$ cat src/rtl/region_blitter_if.sv
// Command, ROM and pixel-write signals shared between a region blitter and its
// surrounding frame-buffer logic.
interface region_blitter_if #(
  parameter int XW   = 9,
  parameter int YW   = 8,
  parameter int COLW = 3,
  parameter int AW   = 17,
  parameter int SELW = 4
);
  logic            cmd_valid;
  logic            cmd_ready;
  logic [XW-1:0]   cmd_x0;
  logic [YW-1:0]   cmd_y0;
  logic [XW-1:0]   cmd_w;
  logic [YW-1:0]   cmd_h;
  logic [AW-1:0]   cmd_base;
  logic [SELW-1:0] cmd_sel;
  logic            cmd_key_en;
  logic [COLW-1:0] cmd_key;
  logic            abort;
  logic [AW-1:0]   rom_addr;
  logic [SELW-1:0] rom_sel;
  logic [COLW-1:0] rom_data;
  logic            write_en;
  logic [XW-1:0]   x;
  logic [YW-1:0]   y;
  logic [COLW-1:0] colour;
  logic            busy;
  logic            done;

  modport slave (
    input  cmd_valid, cmd_x0, cmd_y0, cmd_w, cmd_h, cmd_base, cmd_sel,
           cmd_key_en, cmd_key, abort, rom_data,
    output cmd_ready, rom_addr, rom_sel, write_en, x, y, colour, busy, done
  );

  modport master (
    output cmd_valid, cmd_x0, cmd_y0, cmd_w, cmd_h, cmd_base, cmd_sel,
           cmd_key_en, cmd_key, abort, rom_data,
    input  cmd_ready, rom_addr, rom_sel, write_en, x, y, colour, busy, done
  );
endinterface

$ cat src/rtl/region_blitter.sv
// Copies a rectangular region from a synchronous image ROM to the screen, one
// pixel per cycle, with screen clipping and optional colour-key transparency.
module region_blitter #(
  parameter int SCREEN_W = 320,
  parameter int SCREEN_H = 240,
  parameter int XW       = 9,
  parameter int YW       = 8,
  parameter int COLW     = 3,
  parameter int AW       = 17,
  parameter int SELW     = 4
) (
  input  logic          clock,
  input  logic          resetn,
  region_blitter_if.slave bus
);

  typedef enum logic [1:0] {IDLE, RUN, FLUSH, DONE} state_t;

  localparam logic [XW:0] X_LIMIT = (XW+1)'(SCREEN_W);
  localparam logic [YW:0] Y_LIMIT = (YW+1)'(SCREEN_H);

  function automatic logic x_clipped(input logic [XW:0] xs);
    return xs >= X_LIMIT;
  endfunction

  function automatic logic y_clipped(input logic [YW:0] ys);
    return ys >= Y_LIMIT;
  endfunction

  function automatic logic keyed_out(input logic en, input logic [COLW-1:0] key,
                                     input logic [COLW-1:0] pix);
    return en && (pix == key);
  endfunction

  state_t          state_q, state_d;
  logic            flush_q, flush_d;
  logic            accept, kill, last_pix, zero_size, vld_p0;

  logic [XW-1:0]   x0_q, w_q, col_p0;
  logic [YW-1:0]   y0_q, h_q, row_p0;
  logic            key_en_q;
  logic [COLW-1:0] key_q;
  logic [AW-1:0]   rom_addr_p0;
  logic [SELW-1:0] rom_sel_q;

  logic            vld_p1;
  logic [XW:0]     x_p1;
  logic [YW:0]     y_p1;

  logic            vld_p2;
  logic [XW-1:0]   x_p2;
  logic [YW-1:0]   y_p2;
  logic [COLW-1:0] colour_p2;

  assign accept    = bus.cmd_valid && (state_q == IDLE);
  assign zero_size = (bus.cmd_w == '0) || (bus.cmd_h == '0);
  assign kill      = bus.abort && ((state_q == RUN) || (state_q == FLUSH));
  assign last_pix  = (col_p0 == w_q - XW'(1)) && (row_p0 == h_q - YW'(1));
  assign vld_p0    = (state_q == RUN);

  always_ff @(posedge clock) begin
    if (!resetn) begin
      state_q <= IDLE;
      flush_q <= 1'b0;
    end else begin
      state_q <= state_d;
      flush_q <= flush_d;
    end
  end

  always_comb begin
    state_d = state_q;
    flush_d = flush_q;
    case (state_q)
      IDLE: begin
        if (accept) state_d = zero_size ? DONE : RUN;
      end
      RUN: begin
        if (kill) begin
          state_d = IDLE;
        end else if (last_pix) begin
          state_d = FLUSH;
          flush_d = 1'b0;
        end
      end
      FLUSH: begin
        if (kill)         state_d = IDLE;
        else if (flush_q) state_d = DONE;
        else              flush_d = 1'b1;
      end
      DONE:    state_d = IDLE;
      default: state_d = IDLE;
    endcase
  end

  // Stage p0: raster scan. The ROM address is base plus the linear pixel index,
  // so a plain increment tracks row*w+col without any multiply.
  always_ff @(posedge clock) begin
    if (!resetn) begin
      rom_addr_p0 <= '0;
      rom_sel_q   <= '0;
    end else if (accept) begin
      rom_addr_p0 <= bus.cmd_base;
      rom_sel_q   <= bus.cmd_sel;
    end else if (vld_p0 && !kill) begin
      rom_addr_p0 <= rom_addr_p0 + AW'(1);
    end
  end

  always_ff @(posedge clock) begin
    if (accept) begin
      x0_q     <= bus.cmd_x0;
      y0_q     <= bus.cmd_y0;
      w_q      <= bus.cmd_w;
      h_q      <= bus.cmd_h;
      key_en_q <= bus.cmd_key_en;
      key_q    <= bus.cmd_key;
      col_p0   <= '0;
      row_p0   <= '0;
    end else if (vld_p0) begin
      if (col_p0 == w_q - XW'(1)) begin
        col_p0 <= '0;
        row_p0 <= row_p0 + YW'(1);
      end else begin
        col_p0 <= col_p0 + XW'(1);
      end
    end
  end

  // Stage p1: ROM read in flight; screen coordinates carry one extra bit so an
  // overflowing sum is clipped rather than wrapping back on screen.
  always_ff @(posedge clock) begin
    if (!resetn) vld_p1 <= 1'b0;
    else         vld_p1 <= vld_p0 && !kill;
  end

  always_ff @(posedge clock) begin
    x_p1 <= {1'b0, x0_q} + {1'b0, col_p0};
    y_p1 <= {1'b0, y0_q} + {1'b0, row_p0};
  end

  // Stage p2: registered pixel write; coordinates and colour hold between writes.
  always_ff @(posedge clock) begin
    if (!resetn) begin
      vld_p2    <= 1'b0;
      x_p2      <= '0;
      y_p2      <= '0;
      colour_p2 <= '0;
    end else begin
      vld_p2 <= 1'b0;
      if (vld_p1 && !kill && !x_clipped(x_p1) && !y_clipped(y_p1) &&
          !keyed_out(key_en_q, key_q, bus.rom_data)) begin
        vld_p2    <= 1'b1;
        x_p2      <= x_p1[XW-1:0];
        y_p2      <= y_p1[YW-1:0];
        colour_p2 <= bus.rom_data;
      end
    end
  end

  assign bus.cmd_ready = (state_q == IDLE);
  assign bus.busy      = (state_q != IDLE);
  assign bus.done      = (state_q == DONE);
  assign bus.rom_addr  = rom_addr_p0;
  assign bus.rom_sel   = rom_sel_q;
  assign bus.write_en  = vld_p2;
  assign bus.x         = x_p2;
  assign bus.y         = y_p2;
  assign bus.colour    = colour_p2;

endmodule

$ cat src/flat_wrapper.sv
// flat-port wrapper written by rule: the top's interface ports become plain ports
module region_blitter_flat 
#(
  parameter int SCREEN_W = 320,
  parameter int SCREEN_H = 240,
  parameter int XW       = 9,
  parameter int YW       = 8,
  parameter int COLW     = 3,
  parameter int AW       = 17,
  parameter int SELW     = 4
)
  (clock, resetn, bus_cmd_valid, bus_cmd_x0, bus_cmd_y0, bus_cmd_w, bus_cmd_h, bus_cmd_base, bus_cmd_sel, bus_cmd_key_en, bus_cmd_key, bus_abort, bus_rom_data, bus_cmd_ready, bus_rom_addr, bus_rom_sel, bus_write_en, bus_x, bus_y, bus_colour, bus_busy, bus_done);
  region_blitter_if #(.XW(XW), .YW(YW), .COLW(COLW), .AW(AW), .SELW(SELW)) bus_i ();
  input  logic clock;
  input  logic resetn;
  input wire logic [$bits(bus_i.cmd_valid)-1:0] bus_cmd_valid;
  input wire logic [$bits(bus_i.cmd_x0)-1:0] bus_cmd_x0;
  input wire logic [$bits(bus_i.cmd_y0)-1:0] bus_cmd_y0;
  input wire logic [$bits(bus_i.cmd_w)-1:0] bus_cmd_w;
  input wire logic [$bits(bus_i.cmd_h)-1:0] bus_cmd_h;
  input wire logic [$bits(bus_i.cmd_base)-1:0] bus_cmd_base;
  input wire logic [$bits(bus_i.cmd_sel)-1:0] bus_cmd_sel;
  input wire logic [$bits(bus_i.cmd_key_en)-1:0] bus_cmd_key_en;
  input wire logic [$bits(bus_i.cmd_key)-1:0] bus_cmd_key;
  input wire logic [$bits(bus_i.abort)-1:0] bus_abort;
  input wire logic [$bits(bus_i.rom_data)-1:0] bus_rom_data;
  output wire logic [$bits(bus_i.cmd_ready)-1:0] bus_cmd_ready;
  output wire logic [$bits(bus_i.rom_addr)-1:0] bus_rom_addr;
  output wire logic [$bits(bus_i.rom_sel)-1:0] bus_rom_sel;
  output wire logic [$bits(bus_i.write_en)-1:0] bus_write_en;
  output wire logic [$bits(bus_i.x)-1:0] bus_x;
  output wire logic [$bits(bus_i.y)-1:0] bus_y;
  output wire logic [$bits(bus_i.colour)-1:0] bus_colour;
  output wire logic [$bits(bus_i.busy)-1:0] bus_busy;
  output wire logic [$bits(bus_i.done)-1:0] bus_done;
  assign bus_i.cmd_valid = bus_cmd_valid;
  assign bus_i.cmd_x0 = bus_cmd_x0;
  assign bus_i.cmd_y0 = bus_cmd_y0;
  assign bus_i.cmd_w = bus_cmd_w;
  assign bus_i.cmd_h = bus_cmd_h;
  assign bus_i.cmd_base = bus_cmd_base;
  assign bus_i.cmd_sel = bus_cmd_sel;
  assign bus_i.cmd_key_en = bus_cmd_key_en;
  assign bus_i.cmd_key = bus_cmd_key;
  assign bus_i.abort = bus_abort;
  assign bus_i.rom_data = bus_rom_data;
  assign bus_cmd_ready = bus_i.cmd_ready;
  assign bus_rom_addr = bus_i.rom_addr;
  assign bus_rom_sel = bus_i.rom_sel;
  assign bus_write_en = bus_i.write_en;
  assign bus_x = bus_i.x;
  assign bus_y = bus_i.y;
  assign bus_colour = bus_i.colour;
  assign bus_busy = bus_i.busy;
  assign bus_done = bus_i.done;
  region_blitter #(.SCREEN_W(SCREEN_W), .SCREEN_H(SCREEN_H), .XW(XW), .YW(YW), .COLW(COLW), .AW(AW), .SELW(SELW)) u_core (.clock(clock), .resetn(resetn), .bus(bus_i));
endmodule
$ cat config.mk
export PLATFORM = sky130hd
export DESIGN_NAME = region_blitter_flat
export DESIGN_NICKNAME = d
export VERILOG_FILES = /design/src/rtl/region_blitter_if.sv /design/src/rtl/region_blitter.sv /design/src/flat_wrapper.sv
export SDC_FILE = /design/constraint.sdc
export NUM_CORES = 1
export LEC_CHECK = 0
export CAP_MARGIN = 20
export CORE_MARGIN = 2
export CORE_UTILIZATION = 30
export CTS_CLUSTER_SIZE = 12
export DETAILED_ROUTE_END_ITERATION = 10
export GPL_ROUTABILITY_DRIVEN = 0
export PLACE_DENSITY = 0.57
export SYNTH_ARGS = -nofsm -noshare
export SYNTH_HDL_FRONTEND = slang
export SYNTH_SLANG_ARGS = --single-unit
$ cat constraint.sdc
create_clock -name clock -period 4.2 [get_ports clock]
set_input_delay 0.42 -clock clock [delete_from_list [all_inputs] [get_ports clock]]
set_output_delay 0.42 -clock clock [all_outputs]
set_load 0.02 [all_outputs]
==> run metrics, run 1 <==
status=completed; IO Port Bufs=110; Synth Register Bits=between 100 and 150; clk buf depth=2; layout cell share with drive strength beyond 1=slightly above 6%; Synth Flop Type=dfxtp_1; fin util=between 40% and 50%; die area=0.0195 mm^2; worst min path class=register to register; I/O pins=about 110; Top Layer Used=met4; post-layout min period=around 3.1 ns; Syn Area/Cell=between 10 and 15 um^2; Synth area leaders=dfxtp_1 30%, edfxtp_1 21%, ha_1 5.9%; most common cell in the synthesized netlist=dfxtp_1; clk_skew=approximately 0.0074 ns; antenna violations before repair=0; Syn-to-layout area delta=35.4%; Ys Warns=0; GRT Total Usage=roughly an eighth; Layout Nets=756; Worst IR Drop VDD=around 280 uV; clk_lat worst skew=around 0.41 ns; TritonCTS clock tree=done; width of the chip=around 140 um; Static Leak=~2.8 nW; Clk Tree Root Cell=clkbuf_16; core region area=around 0.018 mm^2; first drt pass iteration count=4; Placed Instances=870; largest net degree at the start of global routing=52; final period utilization=73.0%; Vias=roughly 4300; startpoint types=register; DIE HEIGHT=between 100 and 150 um; drt wl/cell=between 10 and 15 um; RSZ-0062 raised after global routing=no; simple-gate area share of the yosys netlist=between 10% and 20%; Post-CTS Hold Fix Bufs=0; post-synthesis adder-cell area fraction=between 6 and 7%; sequential share of the synthesized area=50.4%; Row Count=49; Synth area leader=dfxtp_1; Max Freq=approximately 330 MHz; wire length on met1=between 5 and 6 mm; # diodes=0; Crit Path Class=register to register; XOR/XNOR Fraction of Synth Area=9.76%; Arr. time, crit path=approximately 3.4 ns; met2 wire length=5.82 mm; Post-synth ARST share=0%; setup TNS=0 ns; DR vias/cell=around 4.8; setup bufs post-CTS=0; top-area cell type share of the netlist area=approximately 30%; Slowest Stage Delay on Critical Path=~0.6 ns; CP Capture Type=register; Final setup viols=0; Post-Layout Cell Count=903; overall power=slightly below 4 mW; drt total wl=12.4 mm; Post-CTS Resized=0; CP max stage cell=or4_1; vias in the first global route=around 4300; Routed Antenna Nets=0; post-detail-place hpwl=between 9 and 10 mm; top cells by count, synth=82 x dfxtp_1, 64 x nor2_1, 45 x nand2_1; Least-Margin Pin Slew=roughly 0.73 ns; cell count after synthesis=roughly 540; Synth Cell Area=about 0.0055 mm^2; # clock sinks=120; Rel. slew slack=50.8%; WL met3=about 630 um; DR DRC count=0; number of synthesized flops with an enable pin=38; H-tree depth=4; compound-gate portion of the synthesized area=9.58%; MaxCap Viol Count=0; cts bufs inserted=17; first-pass GRT wire length=between 20 and 25 mm; post-synthesis mux area share=3.99%; PD cells=~520 mW/mm^2; crit-path cells=inv_1 > ha_1 > nor2b_1 > or3_1 > a31o_1 > nor4_1 > nand3_1 > or4_1 > a21oi_1; final number of hold-violating endpoints=0; largest family of logic cells by synthesized area=simple AND/OR/NAND/NOR gates; Initial Util=30.6%; clk slew on worst S/H paths=0.05 ns; initial DRC count=roughly 160; Critical Path RT=about 4.5 ns; syn_nets=between 600 and 700; CP max FO=13; Pins Over Slew Limit=0; Fillers=around 1800; Yosys cell types=54; total grt overflow=0
[per-stage QoR]
step / cell area [um^2] / hold WS [ns] / setup slack (ns)
4_1_cts: 7430 / 0.460 / 1.15
6_report: 7480 / 0.454 / 1.13
3_3_place_gp: 6890 / 0.442 / 1.24
5_1_grt: 7480 / 0.483 / 0.910
2_1_floorplan: 5520 / 0.437 / 1.53
3_5_place_dp: 6890 / 0.452 / 1.16
[metal layers]
metal	GRT usage [%]	vias to the layer above
met4	4.74	0
met5	0	-
met1	15.9	2007
met2	21.4	111
met3	4.47	16
li1	-	2162
[state kept, by name, summed over array words and instances (netlist names), 2 cells and up]
register and count:
u_core.bus.rom_addr 17, u_core.x_p1 10, u_core.bus.x 9, u_core.col_p0 9
u_core.w_q 9, u_core.x0_q 9, u_core.y_p1 9, u_core.bus.y 8
u_core.h_q 8, u_core.row_p0 8, u_core.y0_q 8, u_core.bus.rom_sel 4
u_core.bus.colour 3, u_core.key_q 3, u_core.state_q 2
[logic make-up after synthesis]
kind of cell,Yosys count
compound gates,81
fa+ha+maj,28
simple gates,188
buf+inv,43
flops,120
mux,22
xor+xnor,60
[critical path, delay by kind of cell, from the launching register on]
kind	cells	cell delay, ns
AND/OR/NAND/NOR	5	1.88
flip-flops	1	0.41
buffers and inverters	1	0.06
adder cells (fa/ha/maj)	1	0.28
AO/OA/AOI/OAI	2	0.37
[power by group]
group	internal (mW)	switching, mW	leakage (nW)
logic	0.453	0.534	1.51
clock network	0.840	0.469	0.270
registers	1.43	0.161	1.04
total	2.73	1.17	2.81
[area by class of cell]
type / count / area, um^2 / share of cell area (%)
Tap cell: 229 / 287 / 3.83
Timing Repair Buffer: 117 / 1190 / 15.9
Clock inverter: 3 / 15.0 / 0.201
Sequential cell: 120 / 2780 / 37.2
Multi-Input combinational cell: 379 / 2580 / 34.5
Clock buffer: 28 / 527 / 7.04
Inverter: 27 / 101 / 1.36
[worst paths after layout]
check / slack [ns] / to / from / cells after the start
worst max register to register: 1.13 / u_core.row_p0[5]$_SDFFE_PP0P_ / u_core.w_q[0]$_DFFE_PP_ / 9
worst max-delay path: 1.13 / u_core.row_p0[5]$_SDFFE_PP0P_ / u_core.w_q[0]$_DFFE_PP_ / 9
worst min register to register: 0.45 / u_core.bus.rom_sel[2]$_SDFFE_PN0P_ / u_core.bus.rom_sel[2]$_SDFFE_PN0P_ / 2
worst min-delay path: 0.45 / u_core.bus.rom_sel[2]$_SDFFE_PN0P_ / u_core.bus.rom_sel[2]$_SDFFE_PN0P_ / 2
[cells in the final DEF, fill, tap and decap left out, drive strengths merged, types with 6 or more instances in the layout]
| cell type | n |
|---|---|
| clkdlybuf4s50 | 110 |
| dfxtp | 82 |
| nor2 | 64 |
| nand2 | 45 |
| edfxtp | 38 |
| xor2 | 31 |
| xnor2 | 28 |
| clkbuf | 28 |
| inv | 27 |
| ha | 26 |
| mux2i | 22 |
| a21oi | 22 |
| nand4 | 18 |
| a211oi | 17 |
| o21ai | 14 |
| nand3 | 10 |
| nor3 | 7 |
| nor4 | 7 |
| buf | 7 |
| or4 | 6 |
(Power assumes the default switching activity.)
==> run 2: changes to the inputs <==
==> constraint.sdc (replaced) <==
create_clock -name clock -period 3.17 [get_ports clock]
set_input_delay 0.317 -clock clock [delete_from_list [all_inputs] [get_ports clock]]
set_output_delay 0.317 -clock clock [all_outputs]
set_load 0.02 [all_outputs]
==> run 2 against run 1 <==
  * Critical path depth unchanged
  * Core utilization grew 0.12 points
  * Global-route usage is 0.11 points higher
  * Sequential power up 33%
  * Hold slack lost 0.0044 ns
  * Die area stayed put
  * Critical path type unchanged
  * Largest power group unchanged
  * Highest routed layer unchanged
==> run metrics, run 2 (synthesis results as in run 1) <==
Least-Margin Pin Slew=0.697 ns (-0.0322 ns); setup bufs post-CTS=0 (unchanged); Placed Instances=875 (+0.57%); core region area=0.0180 mm^2 (unchanged); PD cells=703 mW/mm^2 (+35%); Post-CTS Resized=0 (unchanged); IO Port Bufs=110 (unchanged); most common cell after layout, fill and taps aside=clkdlybuf4s50_1; DP Worst Slack=0.247 ns (-0.909 ns); I/O pins=111 (unchanged); first drt pass iteration count=4 (unchanged); clk_skew=0.00713 ns (-0.000320 ns); setup TNS=0 ns (unchanged); layout cell share with drive strength beyond 1=7.08% (+0.85 points); final period utilization=91.6% (+19 points); Layout Nets=759 (+0.40%); post-placement cell area=0.00693 mm^2 (+0.54%); overall power=5.27 mW (+35%); GRT Total Usage=13.1% (+0.11 points); most frequent cells in the layout=110 x clkdlybuf4s50_1, 82 x dfxtp_1, 64 x nor2_1, 45 x nand2_1, 38 x edfxtp_1; DIE HEIGHT=140 um (unchanged); RSZ-0062 raised after global routing=no; antenna violations before repair=0 (unchanged); # diodes=0 (unchanged); Post-Layout Cell Count=907 (+0.44%); final number of hold-violating endpoints=0 (unchanged); Arr. time, crit path=3.19 ns (-0.22 ns); clk buf depth=2 (unchanged); H-tree depth=4 (unchanged); largest net degree at the start of global routing=44 (-15%); clk_lat worst skew=0.41 ns (about the same); Critical Path RT=3.46 ns (-1.08 ns); Final setup viols=0 (unchanged); Initial Util=30.6% (unchanged); Worst IR Drop VDD=435 uV (+56%); Syn-to-layout area delta=35.8%; first-pass GRT wire length=20.4 mm (+0.20%); R2R depth=9 (unchanged); CP max FO=8 (-5); worst min path class=register to register; area of the multi-input gates=0.00258 mm^2 (unchanged); Slowest Stage Delay on Critical Path=0.52 ns (-0.08 ns); drt total wl=12.5 mm (+0.79%); Clk Tree Root Cell=clkbuf_16; initial DRC count=188 (+18%); Post-CTS Hold Fix Bufs=0 (unchanged); fin util=41.6% (+0.12 points); CP Capture Type=register; Finished Cell Area=0.00750 mm^2 (+0.30%); cts bufs inserted=17 (unchanged); vias in the first global route=4193 (-1.9%); die area=0.0195 mm^2 (unchanged); DR vias/cell=4.67 (-1.9%); Rel. slew slack=53.0% (+2.2 points); Row Count=49 (unchanged); setup ws final=0.265 ns (-0.869 ns); # clock sinks=120 (unchanged); crit-path cells=inv_1 > ha_1 > nor2b_1 > or3_1 > a31o_1 > or4_4 > nor4_2 > o21bai_1 > mux2i_1; worst hold stages=2 (unchanged); status=completed; max FFs per register=17 (unchanged); post-layout min period=2.90 ns (-0.161 ns); CP max stage cell=or4_4; post-detail-place hpwl=9.46 mm (about the same); drt wl/cell=13.8 um (+0.35%); clk slew on worst S/H paths=0.05 ns (about the same); Fillers=1748 (-1.2%); sequential cell area=0.00278 mm^2 (unchanged); TritonCTS clock tree=done; Crit Path Class=register to register; DR DRC count=0 (unchanged); Pins Over Slew Limit=0 (unchanged); total grt overflow=0 (unchanged); MaxCap Viol Count=0 (unchanged); startpoint types=register; Routed Antenna Nets=0 (unchanged); Vias=4235 (-1.4%); hold_ws=0.450 ns (-0.00439 ns); Static Leak=2.84 nW (+0.84%); width of the chip=140 um (unchanged); Max Freq=344 MHz (+5.5%)
## run 2: cell count changes in the layout (fill, tap and decap cells not counted), sizes merged
| cell | before | now |
|---|---|---|
| clkinv | 3 | 6 |
| bufinv | 0 | 2 |
| clkbuf | 28 | 23 |
| inv | 27 | 28 |
| buf | 7 | 10 |
## run 2: path summary, 6_finish.rpt
check | start | endpoint | slack [ns]
worst min-delay path | u_core.bus.rom_sel[2]$_SDFFE_PN0P_ | u_core.bus.rom_sel[2]$_SDFFE_PN0P_ | 0.45
worst min register to register | u_core.bus.rom_sel[2]$_SDFFE_PN0P_ | u_core.bus.rom_sel[2]$_SDFFE_PN0P_ | 0.45
worst max-delay path | u_core.w_q[0]$_DFFE_PP_ | u_core.state_q[0]$_SDFFE_PN0P_ | 0.27
worst max register to register | u_core.w_q[0]$_DFFE_PP_ | u_core.state_q[0]$_SDFFE_PN0P_ | 0.27
## run 2: worst max-delay path: cells and delay by family, from the launching register on
family,cells,cell delay (ns)
and+or+nand+nor,4,1.42
AOI/OAI and AO/OA,2,0.42
adders and majority gates,1,0.29
buffers and inverters,1,0.06
DFF,1,0.41
muxes,1,0.16
## run 2: cell type report
| class | instances | share of cell area, % |
|---|---|---|
| inverter | 27 | 1.35 |
| sequential | 120 | 37.1 |
| clock inverter | 9 | 1.28 |
| multi-input combinational | 379 | 34.4 |
| timing repair buffer | 120 | 15.7 |
| clock buffer | 23 | 6.37 |
| tap | 229 | 3.82 |
## run 2: report_power, final
group          switching [mW]  internal, mW
registers               0.216          1.90
clock network           0.643          1.21
logic                   0.712         0.595
## run 2: layer usage
metal / GRT usage, % / routed length [um] / vias up
li1: - / - / 2172
met1: 16.2 / 5720 / 1934
met2: 21.4 / 5760 / 110
met3: 3.82 / 777 / 19
met4: 5.84 / 231 / 0
met5: 0 / 0 / -
==> run 3: changes to the inputs <==
--- a/config.mk
+++ b/config.mk
@@ -6,7 +6,7 @@
 export NUM_CORES = 1
 export LEC_CHECK = 0
 export CAP_MARGIN = 20
-export CORE_MARGIN = 2
+export CORE_MARGIN = 10
 export CORE_UTILIZATION = 30
 export CTS_CLUSTER_SIZE = 12
 export DETAILED_ROUTE_END_ITERATION = 10
==> run 3 against run 2 <==
  * Routed wire length is 9.1% higher
  * Sequential power about the same
  * Flip-flop and latch count unchanged
  * Critical path depth is 1 higher
  * Setup slack better by 0.026 ns
  * Cell count down 0.22%
  * Global-route usage fell by 1.7 points
  * Hold slack hardly changed
  * Clock power increased by 2%
==> run metrics, run 3 (synthesis results as in run 1) <==
cts bufs inserted=17 (unchanged); Seq pwr share=39.7% (-0.4 points); largest net degree at the start of global routing=44 (unchanged); Placed Instances=873 (-0.23%); Critical Path Sink=u_core.row_p0[5]$_SDFFE_PP0P_; Top Usage Layer GRT=met2; first-pass GRT wire length=22.0 mm (+7.8%); # diodes=0 (unchanged); CP max stage cell=or4_1; I/O pins=111 (unchanged); Layout Nets=757 (-0.26%); clk buf depth=2 (unchanged); Net Sw Frac=31.1% (+1.3 points); most frequent cells in the layout=110 x clkdlybuf4s50_1, 82 x dfxtp_1, 64 x nor2_1, 45 x nand2_1, 38 x edfxtp_1; status=completed; DR DRC count=0 (unchanged); drt wl/cell=15.1 um (+9.4%); reg2reg end=u_core.row_p0[5]$_SDFFE_PP0P_; max FFs per register=17 (unchanged); clk slew on worst S/H paths=0.06 ns (about the same); crit-path cells=inv_1 > ha_1 > nor2b_1 > or3_1 > a31o_1 > nor4_1 > nand3_1 > buf_4 > or4_1 > a21oi_1; post-layout min period=2.88 ns (-0.0257 ns); DIE HEIGHT=156 um (+11%); Vias=4243 (+0.19%); GR Util met1=13.3% (-2.9 points); CP max FO=13 (+5); met2 Use GR=18.5% (-2.9 points); CP startpoint=u_core.w_q[0]$_DFFE_PP_; Rel. slew slack=45.5% (-7.5 points); setup bufs post-CTS=0 (unchanged); antenna violations before repair=0 (unchanged); Critical R2R Launch=u_core.w_q[0]$_DFFE_PP_; R2R Setup Slk=0.29 ns (+0.03 ns); clk_lat worst skew=0.42 ns (about the same); MaxCap Viol Count=0 (unchanged); power share of the combinational group=24.6% (-0.2 points); setup TNS=0 ns (unchanged); GRT met3 Usage=4.71% (+0.89 points); RSZ-0062 raised after global routing=no; Syn-to-layout area delta=35.9% (about the same); H-tree depth=4 (unchanged); vias in the first global route=4381 (+4.5%); width of the chip=156 um (+11%); Worst IR Drop VDD=437 uV (+0.62%); total grt overflow=0 (unchanged); Max Freq=347 MHz (+0.89%); # clock sinks=120 (unchanged); R2R depth=10 (+1); final period utilization=90.8% (-0.81 points); first drt pass iteration count=4 (unchanged); Post-CTS Hold Fix Bufs=0 (unchanged); TritonCTS clock tree=done; Initial Util=30.6% (unchanged); core region area=0.0180 mm^2 (unchanged); Post-Layout Cell Count=905 (-0.22%); Final setup viols=0 (unchanged); drt total wl=13.6 mm (+9.1%); final number of hold-violating endpoints=0 (unchanged); post-detail-place hpwl=10.6 mm (+12%); worst min path class=input pin to register; worst hold stages=1 (-1); Static Leak=2.82 nW (-0.54%); Crit Path Class=register to register; Clk Tree Root Cell=clkbuf_16; overall power=5.31 mW (+0.63%); Critical Path RT=3.51 ns (+0.05 ns); cell-internal power=3.66 mW (-1.2%); Slowest Stage Delay on Critical Path=0.48 ns (-0.04 ns); layout cell share with drive strength beyond 1=7.25% (+0.17 points); initial DRC count=156 (-17%); DR vias/cell=4.69 (+0.41%); setup ws final=0.291 ns (+0.0257 ns); Least-Margin Pin Slew=0.808 ns (+0.111 ns); DP Worst Slack=0.292 ns (+0.0450 ns); Post-CTS Resized=0 (unchanged); most common cell after layout, fill and taps aside=clkdlybuf4s50_1; PD cells=707 mW/mm^2 (+0.58%); Row Count=49 (unchanged); startpoint types=register; Clock Power Share=35.7% (+0.6 points); Sw Pwr=1.65 mW (+4.9%); IO Port Bufs=110 (unchanged); CP Capture Type=register; Arr. time, crit path=3.22 ns (+0.03 ns); die area=0.0242 mm^2 (+24%); GRT Total Usage=11.5% (-1.7 points); Routed Antenna Nets=0 (unchanged); clk_skew=0.00553 ns (-0.00160 ns); Pins Over Slew Limit=0 (unchanged)
[run 3: cell types whose count changed in the layout (fill, tap and decap cells not counted), moves of 2 or more]
cell	previous run	this run
clkinvlp_4	0	3
clkbuf_8	3	0
clkbuf_1	3	0
clkinv_2	6	3
buf_4	10	8
clkinv_4	0	4
clkbuf_16	17	19
[run 3: power groups by stage]
stage                     sequential, mW  combinational (mW)  clock (mW)
final                               2.11                1.30        1.89
after global routing                2.14                1.46        2.03
after CTS                           2.11                1.33        1.93
after detailed placement            2.14                1.32           0
after global placement              2.14                1.28           0
after floorplan                     2.18               0.730           0
[run 3: metrics by stage]
stage               cell area [um^2]  util (%)  hold slack, ns
global placement                6910      38.3           0.443
finish                          7500      41.6           0.450
floorplan                       5520         -           0.416
global route                    7500      41.6           0.423
detailed placement              6910      38.3           0.457
CTS                             7500      41.6           0.430
[run 3: how the worst min path moves through the flow]
stage	from	to	slack, ns
after floorplan	bus_cmd_h[0]	u_core.h_q[0]$_DFFE_PP_	0.42
after global placement	u_core.bus.rom_sel[3]$_SDFFE_PN0P_	u_core.bus.rom_sel[3]$_SDFFE_PN0P_	0.44
after detailed placement	u_core.bus.rom_sel[2]$_SDFFE_PN0P_	u_core.bus.rom_sel[2]$_SDFFE_PN0P_	0.46
after CTS	bus_cmd_x0[7]	u_core.x0_q[7]$_DFFE_PP_	0.43
after global routing	bus_cmd_x0[7]	u_core.x0_q[7]$_DFFE_PP_	0.42
final	bus_cmd_x0[7]	u_core.x0_q[7]$_DFFE_PP_	0.45
[run 3: worst max-delay path, delay by kind of cell (launching register included)]
family / cells / cell delay, ns
compound gates: 2 / 0.38
fa+ha+maj: 1 / 0.28
buf+inv: 2 / 0.26
flops: 1 / 0.41
simple gates: 5 / 1.46
[run 3: cell type report]
type,instances,area (um^2)
fill,1756,10500
sequential,120,2780
multi-input combinational,379,2580
timing repair buffer,118,1160
clock buffer,19,475
tap,229,287
clock inverter,13,118
inverter,27,101
[run 3: layer usage]
layer  up-vias  wire (um)
met2        97       6330
met4         0        228
met1      1961       6110
li1       2171          -
met3        14        962
met5         -          0
